==> src/rtl/bus_arb_pkg.sv <==
// Shared definitions for the round-robin bus arbiter: FSM state encoding,
// default sizes and the select-width helper.
package bus_arb_pkg;

  localparam int NREQ_DEF = 4;
  localparam int DW_DEF   = 16;

  typedef enum logic [1:0] {
    IDLE    = 2'd0,
    GRANT   = 2'd1,
    RELEASE = 2'd2
  } arb_state_e;

  // Encoded-index width; never below one bit.
  function automatic int sel_w(input int n);
    return (n > 1) ? $clog2(n) : 1;
  endfunction

endpackage

==> src/rtl/rr_pick.sv <==
// Combinational round-robin priority encoder: first requester at or above
// last_owner+1, searching upward with wrap-around.
module rr_pick
  import bus_arb_pkg::*;
#(
  parameter int NREQ = NREQ_DEF,
  parameter int SELW = sel_w(NREQ_DEF)
) (
  input  logic [NREQ-1:0] req,
  input  logic [SELW-1:0] last_owner,
  output logic            found,
  output logic [SELW-1:0] winner,
  output logic [NREQ-1:0] winner_oh
);

  assign found = |req;

  // Walk from the farthest candidate to the nearest so the nearest
  // pending requester after last_owner is the final assignment.
  always_comb begin
    int idx;
    // NOTE: every output of a combinational block gets a default first;
    // a path that leaves one unassigned would infer a latch.
    winner = '0;
    idx    = 0;
    for (int i = NREQ; i >= 1; i--) begin
      idx = int'(last_owner) + i;
      if (idx >= NREQ) idx = idx - NREQ;
      if (req[idx[SELW-1:0]]) winner = idx[SELW-1:0];
    end
  end

  always_comb begin
    winner_oh = '0;
    if (found) winner_oh[winner] = 1'b1;
  end

endmodule

==> src/rtl/bus_arbiter.sv <==
// Round-robin owner-holds arbiter for the shared internal bus.
// Optional hold-limit timeout enabled by defining BUS_ARBITER_TIMEOUT_EN.
module bus_arbiter
  import bus_arb_pkg::*;
#(
  parameter  int NREQ     = NREQ_DEF,
  parameter  int DW       = DW_DEF,
  parameter  int MAX_HOLD = 16,
  localparam int SELW     = sel_w(NREQ)
) (
  input  logic              clk,
  input  logic              rst_n,
  input  logic [NREQ-1:0]   req,
  input  logic [NREQ*DW-1:0] req_data,
  output logic [NREQ-1:0]   gnt,
  output logic [SELW-1:0]   gnt_sel,
  output logic [DW-1:0]     bus_data,
  output logic              bus_valid,
  output logic              busy,
  output logic              preempt
);

  arb_state_e      state_q, state_d;
  logic [NREQ-1:0] gnt_d;
  logic [SELW-1:0] sel_d;
  logic [SELW-1:0] last_q, last_d;

  logic            pick_found;
  logic [SELW-1:0] pick_idx;
  logic [NREQ-1:0] pick_oh;
  logic            owner_req;
  logic            timeout;

  rr_pick #(
    .NREQ (NREQ),
    .SELW (SELW)
  ) u_pick (
    .req        (req),
    .last_owner (last_q),
    .found      (pick_found),
    .winner     (pick_idx),
    .winner_oh  (pick_oh)
  );

  assign owner_req = req[gnt_sel];

`ifdef BUS_ARBITER_TIMEOUT_EN
  localparam int HCW = $clog2(MAX_HOLD);

  logic [HCW-1:0] hold_cnt;
  logic           preempt_q;

  assign timeout = (state_q == GRANT) && owner_req &&
                   (hold_cnt == HCW'(MAX_HOLD - 1));

  // Counter idles at zero outside GRANT, so it is clear on every entry.
  always_ff @(posedge clk or negedge rst_n) begin
    if (!rst_n) begin
      hold_cnt  <= '0;
      preempt_q <= 1'b0;
    end else begin
      hold_cnt  <= (state_q == GRANT) ? hold_cnt + 1'b1 : '0;
      preempt_q <= timeout;
    end
  end

  assign preempt = preempt_q;
`else
  assign timeout = 1'b0;
  assign preempt = 1'b0;
`endif

  always_comb begin
    state_d = state_q;
    gnt_d   = gnt;
    sel_d   = gnt_sel;
    last_d  = last_q;
    case (state_q)
      IDLE, RELEASE: begin
        gnt_d   = '0;
        state_d = IDLE;
        if (pick_found) begin
          gnt_d   = pick_oh;
          sel_d   = pick_idx;
          last_d  = pick_idx;
          state_d = GRANT;
        end
      end
      GRANT: begin
        // Non-owner requests are ignored until the owner lets go.
        if (!owner_req || timeout) begin
          gnt_d   = '0;
          state_d = RELEASE;
        end
      end
      default: begin
        gnt_d   = '0;
        state_d = IDLE;
      end
    endcase
  end

  // NOTE: state registers use non-blocking assignments so every flop
  // samples the pre-edge values regardless of statement order.
  always_ff @(posedge clk or negedge rst_n) begin
    if (!rst_n) begin
      state_q <= IDLE;
      gnt     <= '0;
      gnt_sel <= '0;
      last_q  <= SELW'(NREQ - 1);
    end else begin
      state_q <= state_d;
      gnt     <= gnt_d;
      gnt_sel <= sel_d;
      last_q  <= last_d;
    end
  end

  assign bus_valid = |gnt;
  assign busy      = (state_q != IDLE);
  assign bus_data  = bus_valid ? req_data[int'(gnt_sel) * DW +: DW] : '0;

endmodule

==> config.mk <==
export PLATFORM = sky130hd
export DESIGN_NAME = bus_arbiter
export DESIGN_NICKNAME = d
export VERILOG_FILES = /design/src/rtl/bus_arb_pkg.sv /design/src/rtl/rr_pick.sv /design/src/rtl/bus_arbiter.sv
export SDC_FILE = /design/constraint.sdc
export NUM_CORES = 1
export LEC_CHECK = 0
export ABC_AREA = 0
export CORE_MARGIN = 4
export CORE_UTILIZATION = 30
export CTS_BUF_LIST = sky130_fd_sc_hd__clkbuf_4
export CTS_CLUSTER_SIZE = 8
export DETAILED_ROUTE_END_ITERATION = 10
export PLACE_DENSITY = 0.8
export SYNTH_ARGS = -nofsm -noshare
export SYNTH_HDL_FRONTEND = slang
export SYNTH_SLANG_ARGS = --single-unit
==> constraint.sdc <==
create_clock -name clk -period 3 [get_ports clk]
set_input_delay 0.6 -clock clk [delete_from_list [all_inputs] [get_ports clk]]
set_output_delay 0.6 -clock clk [all_outputs]
set_load 0.05 [all_outputs]
==> results of run 1 <==
==> final cells by class <==
class | instances | area [um2]
flip-flops and latches | 10 | 253
fillers | 275 | 1180
well taps | 44 | 55.1
clock inverters | 1 | 3.75
repair buffers | 96 | 911
inverters | 4 | 15.0
multi-input cells | 68 | 714
clock buffers | 3 | 22.5
==> synthesized netlist by cell type, drive strengths merged (3+ instances only) <==
cell,number,area share (%)
dfrtp,8,20
o21ai,5,2.4
inv,4,1.5
mux4,17,39
or2,3,1.8
nor2b,12,7.3
nor2,5,1.8
nand2,3,1.1
a21oi,4,2.0
and2b,5,3.7
buf,5,3.5
nand2b,3,1.8
==> per-layer routing <==
metal	global-route usage [%]	share of wire [%]
met1	19.5	37
met2	33.3	50
met3	6.12	13
met4	3.81	0.39
met5	0	0
==> through the flow <==
step                      total power [uW]  util [%]  hold slack (ns)  worst slack (ns)  area, um2
after floorplan                       1780         -            0.304             0.296       1020
after global placement                2390      61.8            0.427             0.586       1950
after detailed placement              2410      61.8            0.439             0.534       1950
after CTS                             2510      62.6            0.447             0.465       1970
after global routing                  2610      62.6            0.458             0.420       1970
final                                 2480      62.6            0.445             0.499       1970
==> cells by family after synthesis <==
logic type             synth area share, %
buffers and inverters                 5.38
muxes                                 38.9
DFF                                   24.7
other                                0.367
AOI/OAI and AO/OA                     8.57
and+or+nand+nor                       22.0
==> worst min path at each step <==
stage / cells after the start / endpoint / startpoint / slack (ns)
2_1_floorplan: 0 / gnt[0] / rst_n / 0.30
5_1_grt: 1 / state_q[1] / state_q[1] / 0.46
3_5_place_dp: 1 / state_q[1] / state_q[1] / 0.44
3_3_place_gp: 1 / state_q[1] / state_q[1] / 0.43
6_report: 1 / state_q[1] / state_q[1] / 0.45
4_1_cts: 1 / state_q[1] / state_q[1] / 0.45
==> registers in the layout, indices dropped and copies added, names as in the netlist <==
register	cells
gnt_sel	2
gnt	4
last_q	2
state_q	2
==> worst register-to-register path, cell delays in order (launching register included) <==
cell,delay [ns]
dfrtp_1,0.66
mux4_2,0.59
and3b_4,0.22
or2_1,0.21
==> power by group <==
| group | switching, uW | internal [uW] |
|---|---|---|
| clock network | 46.7 | 48.1 |
| registers | 80.6 | 209 |
| logic | 1290 | 799 |
==> Flow_metrics.wiki, run 1 <==
{| class="wikitable"
! Metric !! Value
|-
| Half-perimeter wire length of the detailed placement result || 3330 um
|-
| Count of cell instances traversed by the critical path || 4
|-
| Status || completed
|-
| Average size of a mapped cell || 11.6 um2
|-
| Critical Path RT || 2.40 ns
|-
| Crit path arrival time || 1.90 ns
|-
| Leading cell types in the layout, fill and taps excluded || clkdlybuf4s50_1, buf_4, mux4_2
|-
| TritonCTS clock tree || yes
|-
| Post-CTS clock slew at the launch and capture registers of the worst setup and hold paths || 0.07 ns
|-
| Floorplan core area || 3150 um2
|-
| Critical path endpoint category || output pin
|-
| DRC viols || 0
|-
| Vias after detailed routing || 1134
|-
| Largest fanout on the critical path || 18
|-
| Most common library cell in the layout ignoring fill and taps || clkdlybuf4s50_1
|-
| Count of max-cap constraint violations || 0
|-
| Die Y-Extent || 66.4 um
|-
| Buffers & Inverters on Critical Path || 2
|-
| Clock sink count || 10
|-
| Worst path max stage delay || 0.61 ns
|-
| Clock latency on the worst-skew pair || 0.27 ns
|-
| Worst hold path class || flip-flop to flip-flop
|-
| Routed via count divided by cell count || 5.02
|-
| Count of flip-flops with a built-in enable after synthesis || 0
|-
| Count of distinct cell types in the synthesized netlist || 27
|-
| Aggregate negative setup slack || 0 ns
|-
| Number of top-level design ports || 95
|-
| FF-to-FF Start || gnt_sel[1]
|-
| Post-synth net total || 158
|-
| Antenna violations before repair || 0
|-
| Number of rows created at floorplan || 20
|-
| # resized after CTS || 0
|-
| Register-to-Register Setup Slack || 1.20 ns
|-
| CTS Hold Bufs || 0
|-
| Num CTS Buffers || 3
|-
| Fraction of layout cells with a size suffix above 1 || 23.1%
|-
| Area growth from synthesis to layout || 93.1%
|-
| Largest vdd supply drop || 0.000443 V
|-
| Critical path launch point type || flip-flop
|-
| FF+latch count, synth || 10
|-
| Buffers inserted by post-CTS timing repair || 0
|-
| Mapped Cells || 88
|-
| Diodes inserted || 0
|-
| Critical setup path kind || flip-flop to output pin
|-
| Reg2reg path depth || 3
|-
| Mean routed wirelength per cell || 17.2 um
|-
| Cell area power density || 1250 nW/um2
|-
| Port Buffer Count || 93
|-
| Global-route total usage across every layer || 18.0%
|-
| Highest achievable clock rate || 400 MHz
|-
| Count of endpoints failing setup in the final report || 0
|-
| 1st-iter DRT viols || 64
|-
| Total overflow reported by the global router || 0
|-
| Timing startpoint of the critical path || gnt_sel[0]
|-
| Placed Instances || 222
|-
| Crit path max-delay cell type || mux4_1
|-
| Relative slew margins || 62.8%
|-
| Share of the clock period used by the worst path after layout || 83.4%
|-
| Maximum level of the CTS H-tree || 1
|-
| Total count of hold-check failures in the final report || 0
|-
| Worst Skew || 0.00591 ns
|-
| Via count of the first global-routing pass || 1146
|-
| Clock Root Buffer || clkbuf_4
|-
| Kind of cell with the highest combined delay on the critical path || multiplexers
|-
| Die ar. || 4410 um2
|-
| Total Nets Final || 253
|-
| Static Leak || 0.000804 uW
|-
| Total wirelength of the detailed-routed design || 3890 um
|-
| Fraction of registers with async set or reset after synthesis || 100%
|-
| Starting utilization of the core area || 32.4%
|-
| Most used DFF post-synth || dfrtp_1
|-
| Final weighted congestion in routability-driven placement || 0.752
|-
| Worst setup path endpoint || bus_data[0]
|-
| Horizontal die dimension || 66.4 um
|-
| Final cell count without fillers || 226
|-
| Total count of max-transition violations in the final report || 0
|-
| Worst r2r dst || state_q[0]
|-
| First-pass detailed-route iteration total || 4
|-
| Maximum number of pins on one net before global-route repair || 19
|-
| Yosys synthesis warning count || 0
|-
| Netlist area before placement || 1020 um2
|-
| Ordered cell list for the critical path || buf_4 > mux4_1 > and2b_1 > buf_4
|-
| Unrepaired setup endpoints after global routing || false
|-
| Most frequent cell on the critical path || buf_4
|-
| Wire length of the first global-routing pass || 5980 um
|-
| Fin crit period || 2.50 ns
|-
| Remaining antenna violation count after routing || 0
|-
| Slew @ Worst Pin || 0.556 ns
|-
| Clock Tree Buf Depth || 2
|-
| Sequential share of the synthesized area || 24.7%
|}
Note: power is estimated with default switching activity, not from simulation.
==> run 2: changes to the inputs <==
Settings changed: CORE_UTILIZATION 30 to 28, PLACE_DENSITY 0.8 to 0.79.
Clock period 3 ns to 2.23 ns, I/O delays scaled along.
==> run 2 against run 1 <==
  * Sequential cell count did not move
  * Die area increased by 6.3%
  * Setup slack got worse by 0.42 ns
  * Clock skew down 0.0047 ns
  * Sequential power grew 32%
  * Routed wire length decreased by 1.6%
  * Critical endpoint is now bus_data[12]
  * Largest cell class unchanged
==> Flow_metrics.wiki, run 2 (same netlist as run 1, synthesis figures left out) <==
{| class="wikitable"
! Metric !! Value
|-
| Maximum number of pins on one net before global-route repair || 18 (-1)
|-
| Num CTS Buffers || 3 (unchanged)
|-
| Die Y-Extent || 68.4 um (+3.1%)
|-
| Clock sink count || 10 (unchanged)
|-
| Via count of the first global-routing pass || 1178 (+2.8%)
|-
| Comb pwr share || 85.6% (+1.1 points)
|-
| Status || completed
|-
| Fillcell total || 299 (+8.7%)
|-
| Vias after detailed routing || 1121 (-1.1%)
|-
| Placed Instances || 227 (+2.3%)
|-
| Reg power frac || 10.8% (-0.9 points)
|-
| Critical Path RT || 1.78 ns (-0.62 ns)
|-
| Clock Tree Buf Depth || 2 (unchanged)
|-
| Total wirelength of the detailed-routed design || 3830 um (-1.6%)
|-
| Global-route total usage across every layer || 15.5% (-2.5 points)
|-
| Unrepaired setup endpoints after global routing || true
|-
| Fraction of power spent switching nets || 56.1% (-1.3 points)
|-
| Worst Skew || 0.00119 ns (-0.00472 ns)
|-
| Die ar. || 4680 um2 (+6.3%)
|-
| Most common library cell in the layout ignoring fill and taps || clkdlybuf4s50_1
|-
| TritonCTS clock tree || yes
|-
| Horizontal die dimension || 68.4 um (+3.1%)
|-
| Critical path launch point type || flip-flop
|-
| Count of endpoints failing setup in the final report || 0 (unchanged)
|-
| Fraction of layout cells with a size suffix above 1 || 30.8% (+7.7 points)
|-
| Worst hold path class || flip-flop to flip-flop
|-
| Total Nets Final || 256 (+1.2%)
|-
| Antenna violations before repair || 0 (unchanged)
|-
| Starting utilization of the core area || 29.7% (-2.7 points)
|-
| Port Buffer Count || 93 (unchanged)
|-
| Final cell count without fillers || 231 (+2.2%)
|-
| Remaining antenna violation count after routing || 0 (unchanged)
|-
| Critical setup path kind || flip-flop to output pin
|-
| Met2 routed WL || 1960 um (-0.10%)
|-
| Leading cell types in the layout, fill and taps excluded || clkdlybuf4s50_1, buf_4, mux4_2
|-
| Highest achievable clock rate || 464 MHz
|-
| Mean routed wirelength per cell || 16.6 um (-3.7%)
|-
| Cell area power density || 1720 nW/um2 (+37%)
|-
| Critical path endpoint category || output pin
|-
| Met1 Wirelength || 1430 um (+0.35%)
|-
| Net switching power of the design || 1980 uW (+40%)
|-
| Area growth from synthesis to layout || 101%
|-
| Share of the clock period used by the worst path after layout || 96.6%
|-
| Buffers inserted by post-CTS timing repair || 0 (unchanged)
|-
| Largest fanout on the critical path || 11 (-7)
|-
| Crit path arrival time || 1.71 ns (-0.19 ns)
|-
| Half-perimeter wire length of the detailed placement result || 3240 um (-2.7%)
|-
| Worst-case hold slack || 0.447 ns (+0.00120 ns)
|-
| Max reg flops || 4 (unchanged)
|-
| Top Metal Used || met4
|-
| Met3 layer wire length in the routed design || 398 um (-18%)
|-
| 1st-iter DRT viols || 19 (-70%)
|-
| Fin crit period || 2.15 ns
|-
| Clock latency on the worst-skew pair || 0.26 ns (about the same)
|-
| Total overflow reported by the global router || 0 (unchanged)
|-
| Final core utilization || 59.7% (-3.0 points)
|-
| Slew @ Worst Pin || 0.536 ns (-0.0192 ns)
|-
| Maximum level of the CTS H-tree || 1 (unchanged)
|-
| Clock Root Buffer || clkbuf_4
|-
| Number of rows created at floorplan || 21 (+5.0%)
|-
| Relative slew margins || 64.0% (+1.2 points)
|-
| Register bank with the most flops || gnt
|-
| P_int || 1560 uW (+47%)
|-
| Wire length of the first global-routing pass || 5420 um (-9.3%)
|-
| First-pass detailed-route iteration total || 4 (unchanged)
|-
| Post-CTS clock slew at the launch and capture registers of the worst setup and hold paths || 0.07 ns (about the same)
|-
| Routed via count divided by cell count || 4.85 (-3.3%)
|-
| Total count of max-transition violations in the final report || 0 (unchanged)
|-
| Largest vdd supply drop || 0.00106 V (+140%)
|-
| Floorplan core area || 3440 um2 (+9.2%)
|-
| Total count of hold-check failures in the final report || 0 (unchanged)
|-
| Clock Power Share || 3.6% (-0.2 points)
|-
| DRC viols || 0 (unchanged)
|-
| CTS Hold Bufs || 0 (unchanged)
|-
| Worst Slack Setup Final || 0.0768 ns (-0.422 ns)
|-
| Diodes inserted || 0 (unchanged)
|-
| Number of top-level design ports || 95 (unchanged)
|-
| Static Leak || 0.000841 uW (+4.5%)
|-
| Count of max-cap constraint violations || 0 (unchanged)
|-
| Worst slack after detailed placement || 0.0912 ns (-0.443 ns)
|-
| Power consumption || 3540 uW (+43%)
|-
| Final weighted congestion in routability-driven placement || 0.796 (+5.9%)
|}
==> run 2: per-layer routing <==
layer | vias up | track usage [%]
li1 | 529 | -
met3 | 6 | 5.42
met2 | 51 | 28.0
met1 | 535 | 17.2
met4 | 0 | 3.72
met5 | - | 0
==> run 2: timing repair <==
action                                  CTS  global route
gates resized for setup                   1             3
pin swaps                                 0             0
endpoints found under the setup margin    1             5
cloned                                    0             0
==> run 2: worst max-delay path, cell delays in order (launching register included) <==
cell and delay [ns]:
dfrtp_2 0.39, buf_8 0.17, mux4_2 0.50, and2b_2 0.20, buf_4 0.18
==> run 2: cell type report <==
type	instances	area [um2]	share of cell area, %
repair buffers	99	956	46.6
multi-input cells	68	744	36.3
clock buffers	3	22.5	1.10
well taps	46	57.6	2.80
inverters	4	15.0	0.731
flip-flops and latches	10	254	12.4
clock inverters	1	3.75	0.183
==> run 2: stage by stage <==
step                      area, um2  setup TNS [ns]
after detailed placement       2010               0
final                          2050               0
after global placement         2010               0
after global routing           2050        -0.00747
after CTS                      2040               0
after floorplan                1050               0
==> run 2: worst paths after layout <==
check | start | cells past startpoint | slack (ns) | endpoint
max | gnt_sel[0] | 4 | 0.08 | bus_data[12]
min | state_q[1] | 1 | 0.45 | state_q[1]
max reg2reg | gnt_sel[1] | 4 | 0.60 | gnt[0]
min reg2reg | state_q[1] | 1 | 0.45 | state_q[1]
max in group asynchronous | rst_n | 1 | 1.41 | last_q[0]
min in group asynchronous | rst_n | 1 | 0.49 | gnt[3]
==> run 2: power groups by stage <==
stage	Sequential, uW	Combinational, uW	Clock (uW)
after global placement	369	2980	0
after floorplan	526	1950	0
after CTS	378	3030	134
final	382	3030	128
after global routing	394	3190	151
after detailed placement	379	3010	0
